<file path="config.mk">
export PLATFORM = sky130hd
export DESIGN_NAME = seg7_capture_flat
export DESIGN_NICKNAME = d
export VERILOG_FILES = /design/src/rtl/seg7_pkg.sv /design/src/rtl/seg7_capture_if.sv /design/src/rtl/seg7_classify.sv /design/src/rtl/seg7_capture.sv /design/src/flat_wrapper.sv
export SDC_FILE = /design/constraint.sdc
export NUM_CORES = 1
export LEC_CHECK = 0
export ABC_CLOCK_PERIOD_IN_PS = 1900
export BUFFER_PORTS_ARGS = -buffer_cell sky130_fd_sc_hd__buf_2
export CORE_MARGIN = 3
export CORE_UTILIZATION = 40
export CTS_CLUSTER_DIAMETER = 40
export DETAILED_ROUTE_END_ITERATION = 10
export PLACE_DENSITY_LB_ADDON = 0.2
export SETUP_SLACK_MARGIN = 0.3
export SLEW_MARGIN = 20
export SYNTH_ARGS = -nofsm -noshare
export SYNTH_HDL_FRONTEND = slang
export SYNTH_SLANG_ARGS = --single-unit
</file>
<file path="constraint.sdc">
create_clock -name clk -period 1.9 [get_ports clk]
set_input_delay 0.285 -clock clk [delete_from_list [all_inputs] [get_ports clk]]
set_output_delay 0.285 -clock clk [all_outputs]
set_load 0.03 [all_outputs]
</file>
<file path="src/rtl/seg7_pkg.sv">
// Shared 7-segment definitions: lit-high segment table {a,b,c,d,e,f,g},
// capture FSM states and the classification of an accepted pattern.
package seg7_pkg;

  localparam logic [6:0] SEG_0     = 7'b1111110;
  localparam logic [6:0] SEG_1     = 7'b0110000;
  localparam logic [6:0] SEG_2     = 7'b1101101;
  localparam logic [6:0] SEG_3     = 7'b1111001;
  localparam logic [6:0] SEG_4     = 7'b0110011;
  localparam logic [6:0] SEG_5     = 7'b1011011;
  localparam logic [6:0] SEG_6     = 7'b1011111;
  localparam logic [6:0] SEG_7     = 7'b1110000;
  localparam logic [6:0] SEG_BLANK = 7'b0000000;

  typedef enum logic [1:0] {
    CLS_NONE,
    CLS_DIGIT,
    CLS_BLANK,
    CLS_ILLEGAL
  } seg_class_t;

  typedef enum logic {
    ST_SETTLE,
    ST_LOCKED
  } capture_state_t;

endpackage

</file>
<file path="src/rtl/seg7_capture_if.sv">
// Bundle of the active-low segment pins and the decoded read-back outputs.
interface seg7_capture_if;

  logic led_a;
  logic led_b;
  logic led_c;
  logic led_d;
  logic led_e;
  logic led_f;
  logic led_g;
  logic B;
  logic C;
  logic D;
  logic valid;
  logic blank;
  logic err;
  logic locked;

  modport master (
    output led_a, led_b, led_c, led_d, led_e, led_f, led_g,
    input  B, C, D, valid, blank, err, locked
  );

  modport slave (
    input  led_a, led_b, led_c, led_d, led_e, led_f, led_g,
    output B, C, D, valid, blank, err, locked
  );

endinterface

</file>
<file path="src/rtl/seg7_classify.sv">
// Inverse of the 7-segment decoder: maps a lit-high pattern to its digit,
// or flags it as blank; anything else is neither.
module seg7_classify
  import seg7_pkg::*;
(
  input  logic [6:0] pattern,
  output logic [2:0] value,
  output logic       is_digit,
  output logic       is_blank
);

  always_comb begin
    value    = 3'd0;
    is_digit = 1'b1;
    is_blank = 1'b0;
    case (pattern)
      SEG_0: value = 3'd0;
      SEG_1: value = 3'd1;
      SEG_2: value = 3'd2;
      SEG_3: value = 3'd3;
      SEG_4: value = 3'd4;
      SEG_5: value = 3'd5;
      SEG_6: value = 3'd6;
      SEG_7: value = 3'd7;
      SEG_BLANK: begin
        is_digit = 1'b0;
        is_blank = 1'b1;
      end
      default: is_digit = 1'b0;
    endcase
  end

endmodule

</file>
<file path="src/rtl/seg7_capture.sv">
// Reads a digit back from active-low 7-segment pins: synchronizes, waits for
// STABLE_CYCLES identical samples, then classifies and reports changes.
module seg7_capture
  import seg7_pkg::*;
#(
  parameter int STABLE_CYCLES = 4,
  parameter int CNT_W         = 8
) (
  input  logic           clk,
  input  logic           rst,
  seg7_capture_if.slave  bus
);

  localparam logic [CNT_W-1:0] STABLE_N = CNT_W'(STABLE_CYCLES);

  logic [6:0]       pins;
  logic [6:0]       sync1;
  logic [6:0]       sync2;
  logic [6:0]       seg_s;
  logic [6:0]       cand;
  logic [6:0]       pattern;
  logic [CNT_W-1:0] cnt;
  logic [CNT_W-1:0] cnt_inc;
  capture_state_t   state;
  seg_class_t       cls;
  seg_class_t       new_cls;
  logic [2:0]       value;
  logic [2:0]       value_r;
  logic             is_digit;
  logic             is_blank;
  logic             accept;
  logic             changed;
  logic             valid_r;
  logic             blank_r;
  logic             err_r;
  logic             locked_r;

  assign pins  = {bus.led_a, bus.led_b, bus.led_c, bus.led_d,
                  bus.led_e, bus.led_f, bus.led_g};
  assign seg_s = ~sync2;

  // With a single-sample requirement the pattern is accepted on the same edge
  // it is captured, so it must be classified before it lands in cand.
  assign pattern = (STABLE_CYCLES == 1) ? seg_s : cand;

  seg7_classify u_classify (
    .pattern  (pattern),
    .value    (value),
    .is_digit (is_digit),
    .is_blank (is_blank)
  );

  always_ff @(posedge clk or posedge rst) begin
    if (rst) begin
      sync1 <= 7'h7F;
      sync2 <= 7'h7F;
    end else begin
      sync1 <= pins;
      sync2 <= sync1;
    end
  end

  always_comb begin
    cnt_inc = cnt + CNT_W'(1);
    if (is_digit)
      new_cls = CLS_DIGIT;
    else if (is_blank)
      new_cls = CLS_BLANK;
    else
      new_cls = CLS_ILLEGAL;
    changed = (new_cls != cls) || ((new_cls == CLS_DIGIT) && (value != value_r));
    if (seg_s != cand)
      accept = (STABLE_CYCLES == 1);
    else
      accept = (state == ST_SETTLE) && (cnt_inc == STABLE_N);
  end

  always_ff @(posedge clk or posedge rst) begin
    if (rst) begin
      cand     <= SEG_BLANK;
      cnt      <= '0;
      state    <= ST_SETTLE;
      cls      <= CLS_NONE;
      value_r  <= 3'd0;
      valid_r  <= 1'b0;
      blank_r  <= 1'b0;
      err_r    <= 1'b0;
      locked_r <= 1'b0;
    end else begin
      valid_r <= 1'b0;
      if (seg_s != cand) begin
        cand     <= seg_s;
        cnt      <= CNT_W'(1);
        state    <= ST_SETTLE;
        locked_r <= 1'b0;
      end else if (state == ST_SETTLE) begin
        cnt <= cnt_inc;
      end
      // Blank and illegal keep the last good digit on B/C/D.
      if (accept) begin
        state    <= ST_LOCKED;
        locked_r <= 1'b1;
        cls      <= new_cls;
        valid_r  <= changed;
        case (new_cls)
          CLS_DIGIT: begin
            value_r <= value;
            blank_r <= 1'b0;
            err_r   <= 1'b0;
          end
          CLS_BLANK: begin
            blank_r <= 1'b1;
            err_r   <= 1'b0;
          end
          default: begin
            blank_r <= 1'b0;
            err_r   <= 1'b1;
          end
        endcase
      end
    end
  end

  assign bus.B      = value_r[2];
  assign bus.C      = value_r[1];
  assign bus.D      = value_r[0];
  assign bus.valid  = valid_r;
  assign bus.blank  = blank_r;
  assign bus.err    = err_r;
  assign bus.locked = locked_r;

endmodule
</file>
<file path="src/flat_wrapper.sv">
// flat-port wrapper written by rule: the top's interface ports become plain ports
module seg7_capture_flat import seg7_pkg::*;
#(
  parameter int STABLE_CYCLES = 4,
  parameter int CNT_W         = 8
)
  (clk, rst, bus_led_a, bus_led_b, bus_led_c, bus_led_d, bus_led_e, bus_led_f, bus_led_g, bus_B, bus_C, bus_D, bus_valid, bus_blank, bus_err, bus_locked);
  seg7_capture_if bus_i ();
  input  logic clk;
  input  logic rst;
  input wire logic [$bits(bus_i.led_a)-1:0] bus_led_a;
  input wire logic [$bits(bus_i.led_b)-1:0] bus_led_b;
  input wire logic [$bits(bus_i.led_c)-1:0] bus_led_c;
  input wire logic [$bits(bus_i.led_d)-1:0] bus_led_d;
  input wire logic [$bits(bus_i.led_e)-1:0] bus_led_e;
  input wire logic [$bits(bus_i.led_f)-1:0] bus_led_f;
  input wire logic [$bits(bus_i.led_g)-1:0] bus_led_g;
  output wire logic [$bits(bus_i.B)-1:0] bus_B;
  output wire logic [$bits(bus_i.C)-1:0] bus_C;
  output wire logic [$bits(bus_i.D)-1:0] bus_D;
  output wire logic [$bits(bus_i.valid)-1:0] bus_valid;
  output wire logic [$bits(bus_i.blank)-1:0] bus_blank;
  output wire logic [$bits(bus_i.err)-1:0] bus_err;
  output wire logic [$bits(bus_i.locked)-1:0] bus_locked;
  assign bus_i.led_a = bus_led_a;
  assign bus_i.led_b = bus_led_b;
  assign bus_i.led_c = bus_led_c;
  assign bus_i.led_d = bus_led_d;
  assign bus_i.led_e = bus_led_e;
  assign bus_i.led_f = bus_led_f;
  assign bus_i.led_g = bus_led_g;
  assign bus_B = bus_i.B;
  assign bus_C = bus_i.C;
  assign bus_D = bus_i.D;
  assign bus_valid = bus_i.valid;
  assign bus_blank = bus_i.blank;
  assign bus_err = bus_i.err;
  assign bus_locked = bus_i.locked;
  seg7_capture #(.STABLE_CYCLES(STABLE_CYCLES), .CNT_W(CNT_W)) u_core (.clk(clk), .rst(rst), .bus(bus_i));
endmodule
</file>
==> run summary <==
largest net degree at the start of global routing = 39
CP dominant cell by count = o21ai_2
Hold Crit Class = input pin to async pin
CTS buffer count = 5
Clock power frac = 37.5%
Distinct cells, synth = 43
Seq pwr share = 56.3%
mux cell area share after synthesis = 2.539%
initial antenna violation count = 0
drt via density = 5.080
Reg2Reg Setup Slack = 0.06 ns
Worst path depth = 7
vias in the first global route = 1190
Core Area = 3854 um^2
CP delay by family, top = simple AND/OR/NAND/NOR gates
Filler cells = 351
clk_skew = 0.004983 ns
Max Slew Vio Count = 0
Via Count = 1138
Syn Area/Cell = 11.72 um^2
WL/cell = 13.63 um
pwr/cell area = 721.4 nW/um^2
status = finished, final reports clean
CP Buf/Inv Count = 1
Root Driver = clkbuf_8
first-pass GRT wire length = 5.209 mm
Logic pwr share = 6.2%
P&R area growth vs syn = 27.18%
final hold viol count = 0
Sw Share = 23.33%
VDD IR-drop max = 503.8 uV
Synth Area in Adders = 0.7468%
H-tree depth = 2
r2r worst-path depth = 7
DP Wirelength = 2.008 mm
Synth Cell Area = 1675 um^2
Max stage delay on crit path = 0.39 ns
clock tree buffer depth = 2
P_sw = 0.0003586 W
initial drt markers = 31
Max FO, Critical Path = 7
minimum clock period after layout = 1.839 ns
EDFF count, synth = 0
Die H = 70.72 um
Worst-Margin Slew = 0.4618 ns
post-synthesis sequential area ratio = 57.80%
crit end category = flop
simple-gate share of the synthesized area = 17.48%
Reg clk slew, reported paths = 0.07 ns
GRT Resource Usage Total = 13.41%
antenna-violating nets left = 0
Detailed Route WL = 3.052 mm
# clock sinks = 38
CP Data Required Time = 2.08 ns
XOR/XNOR share of the synthesized area = 9.933%
post-route cell area = 2131 um^2
FF-to-FF Start = u_core.cnt[5]
Mapped Cells = 143
WP data arrival = 2.02 ns
drc violations = 0
syn_nets = 153
P_int = 0.001178 W
Fmax = 543.7 MHz
largest family of logic cells by synthesized area = simple AND/OR/NAND/NOR gates
# nets final = 185
Die ar. = 5001 um^2
most frequent cells in the layout = dfrtp_1 (23), buf_2 (15), buf_4 (14), dfstp_2 (14)
RR Endpoint = u_core.value_r[2]
I/O Buffers = 15
maxcap violations = 0
Synth Area in Compound Gates = 6.423%
proportion of layout cells with a drive suffix above 1 = 44.89%
Rows = 22
period utilisation layout = 96.80%
Cell Chain, Critical Path = and4_4, nand4_1, xor2_2, nand4b_4, buf_4, o21ai_2, o21ai_2
Synth Register Bits = 38
Crit Path Class = flop to flop
Placed Instance Area = 1861 um^2
Main synth FF type = dfrtp_1
Routability Congestion = 0.8114
Die X = 70.72 um
RSZ-0062 raised after global routing = true
hold buffers post-CTS = 0
CP Launch Type = flop
Final Util = 55.29%
Clock Latency Late Sink = 0.29 ns
starting density of the core = 43.47%
CP max stage cell = dfrtp_1
asr flop ratio synth = 100.0%
diode count = 0
Detailed Routing Iterations Pass 1 = 2
CTS tree = built
Pleak = 0.9367 nW
commonest non-fill, non-tap cell in the layout = dfrtp_1
Synthesis Warnings = 0
relative slew slack = 69.22%
# IOs = 16
grt ovf = 0
Final Setup Violations = 0
synthesized netlist by cell type, drive strengths merged (2+ instances only):
cell type,count,area [um^2]
dfrtp,24,600.6
dfstp,14,367.9
xor2,12,105.1
inv,11,41.29
nand2,8,30.03
nor2,8,32.54
o21ai,7,35.03
xnor2,7,61.31
buf,4,32.53
nor4,4,25.02
nand3,3,15.01
nand4,3,18.77
nand4b,3,41.29
and2,2,12.51
and3,2,12.51
and4,2,17.52
clkbuf,2,7.510
mux2,2,22.52
mux2i,2,20.02
nor2b,2,12.51
nor3,2,10.01
o22ai,2,12.51
or3,2,17.52
power groups by stage:
stage	sequential [W]	clock [W]	combinational [W]
finish	0.000865	0.000577	0.0000949
global route	0.000868	0.000634	0.000108
CTS	0.000864	0.000602	0.0000880
detailed placement	0.000878	0	0.0000839
global placement	0.000876	0	0.0000806
floorplan	0.000871	0	0.0000612
layout make-up:
cell class | count | area [um^2] | share of cell area (%)
sequential | 38 | 969.7 | 45.51
inverter | 12 | 45.04 | 2.114
clock buffer | 6 | 82.58 | 3.876
clock inverter | 2 | 12.51 | 0.5872
timing repair buffer | 31 | 211.5 | 9.924
tap | 48 | 60.06 | 2.819
multi-input combinational | 87 | 749.5 | 35.17
state kept, by name (all words and copies together), names as in the netlist:
signal and flops:
u_core.cnt 8, u_core.sync1 7, u_core.bus.valid 1, u_core.state 1, u_core.cand 7, u_core.sync2 7
u_core.bus.blank 1, u_core.cls 2, u_core.value_r 3, u_core.bus.err 1
stage by stage:
stage	hold slack, ns	setup WS, ns	TNS [ns]	power [W]	instances
2_1_floorplan	0.2895	0.1996	0	0.0009321	143
3_3_place_gp	0.3463	0.1233	0	0.0009566	208
3_5_place_dp	0.3475	0.07156	0	0.0009618	208
4_1_cts	0.07277	0.1249	0	0.001554	222
5_1_grt	0.06918	-0.01192	-0.01526	0.001610	224
6_report	0.08602	0.06080	0	0.001537	224
layer usage:
metal	GRT usage [%]	wire (um)	part of all wire, %
met1	14.43	1273	42
met2	22.35	1566	51
met3	4.403	122	4.0
met4	8.977	89	2.9
met5	0	0	0
worst register-to-register path: cells and delay by family, from the launching register on:
kind | cells | cell delay [ns]
XOR/XNOR | 1 | 0.30
flip-flops | 1 | 0.39
AO/OA/AOI/OAI | 2 | 0.21
buffers and inverters | 1 | 0.19
AND/OR/NAND/NOR | 3 | 0.63
logic make-up (layout without fill, tap and decap cells):
group | count (synthesis) | count (layout)
AND/OR/NAND/NOR | 47 | 47
flip-flops | 38 | 38
XOR/XNOR | 19 | 19
buffers and inverters | 18 | 51
AO/OA/AOI/OAI | 16 | 16
multiplexers | 4 | 4
adder cells (fa/ha/maj) | 1 | 1
repair_timing:
action,CTS,global route
gates cloned,0,0
setup endpoints to repair,8,10
setup buffers,6,2
pin swaps,5,7
resized for setup,7,12
worst max path at each step:
stage	slack, ns	end	from
floorplan	0.20	u_core.bus.valid	u_core.cand[1]
global placement	0.12	u_core.cls[0]	u_core.cnt[2]
detailed placement	0.07	u_core.cls[0]	u_core.cnt[2]
CTS	0.12	u_core.cls[0]	u_core.sync2[3]
global route	-0.01	u_core.value_r[2]	u_core.sync2[0]
finish	0.06	u_core.value_r[2]	u_core.cnt[5]
(Power assumes the default switching activity.)
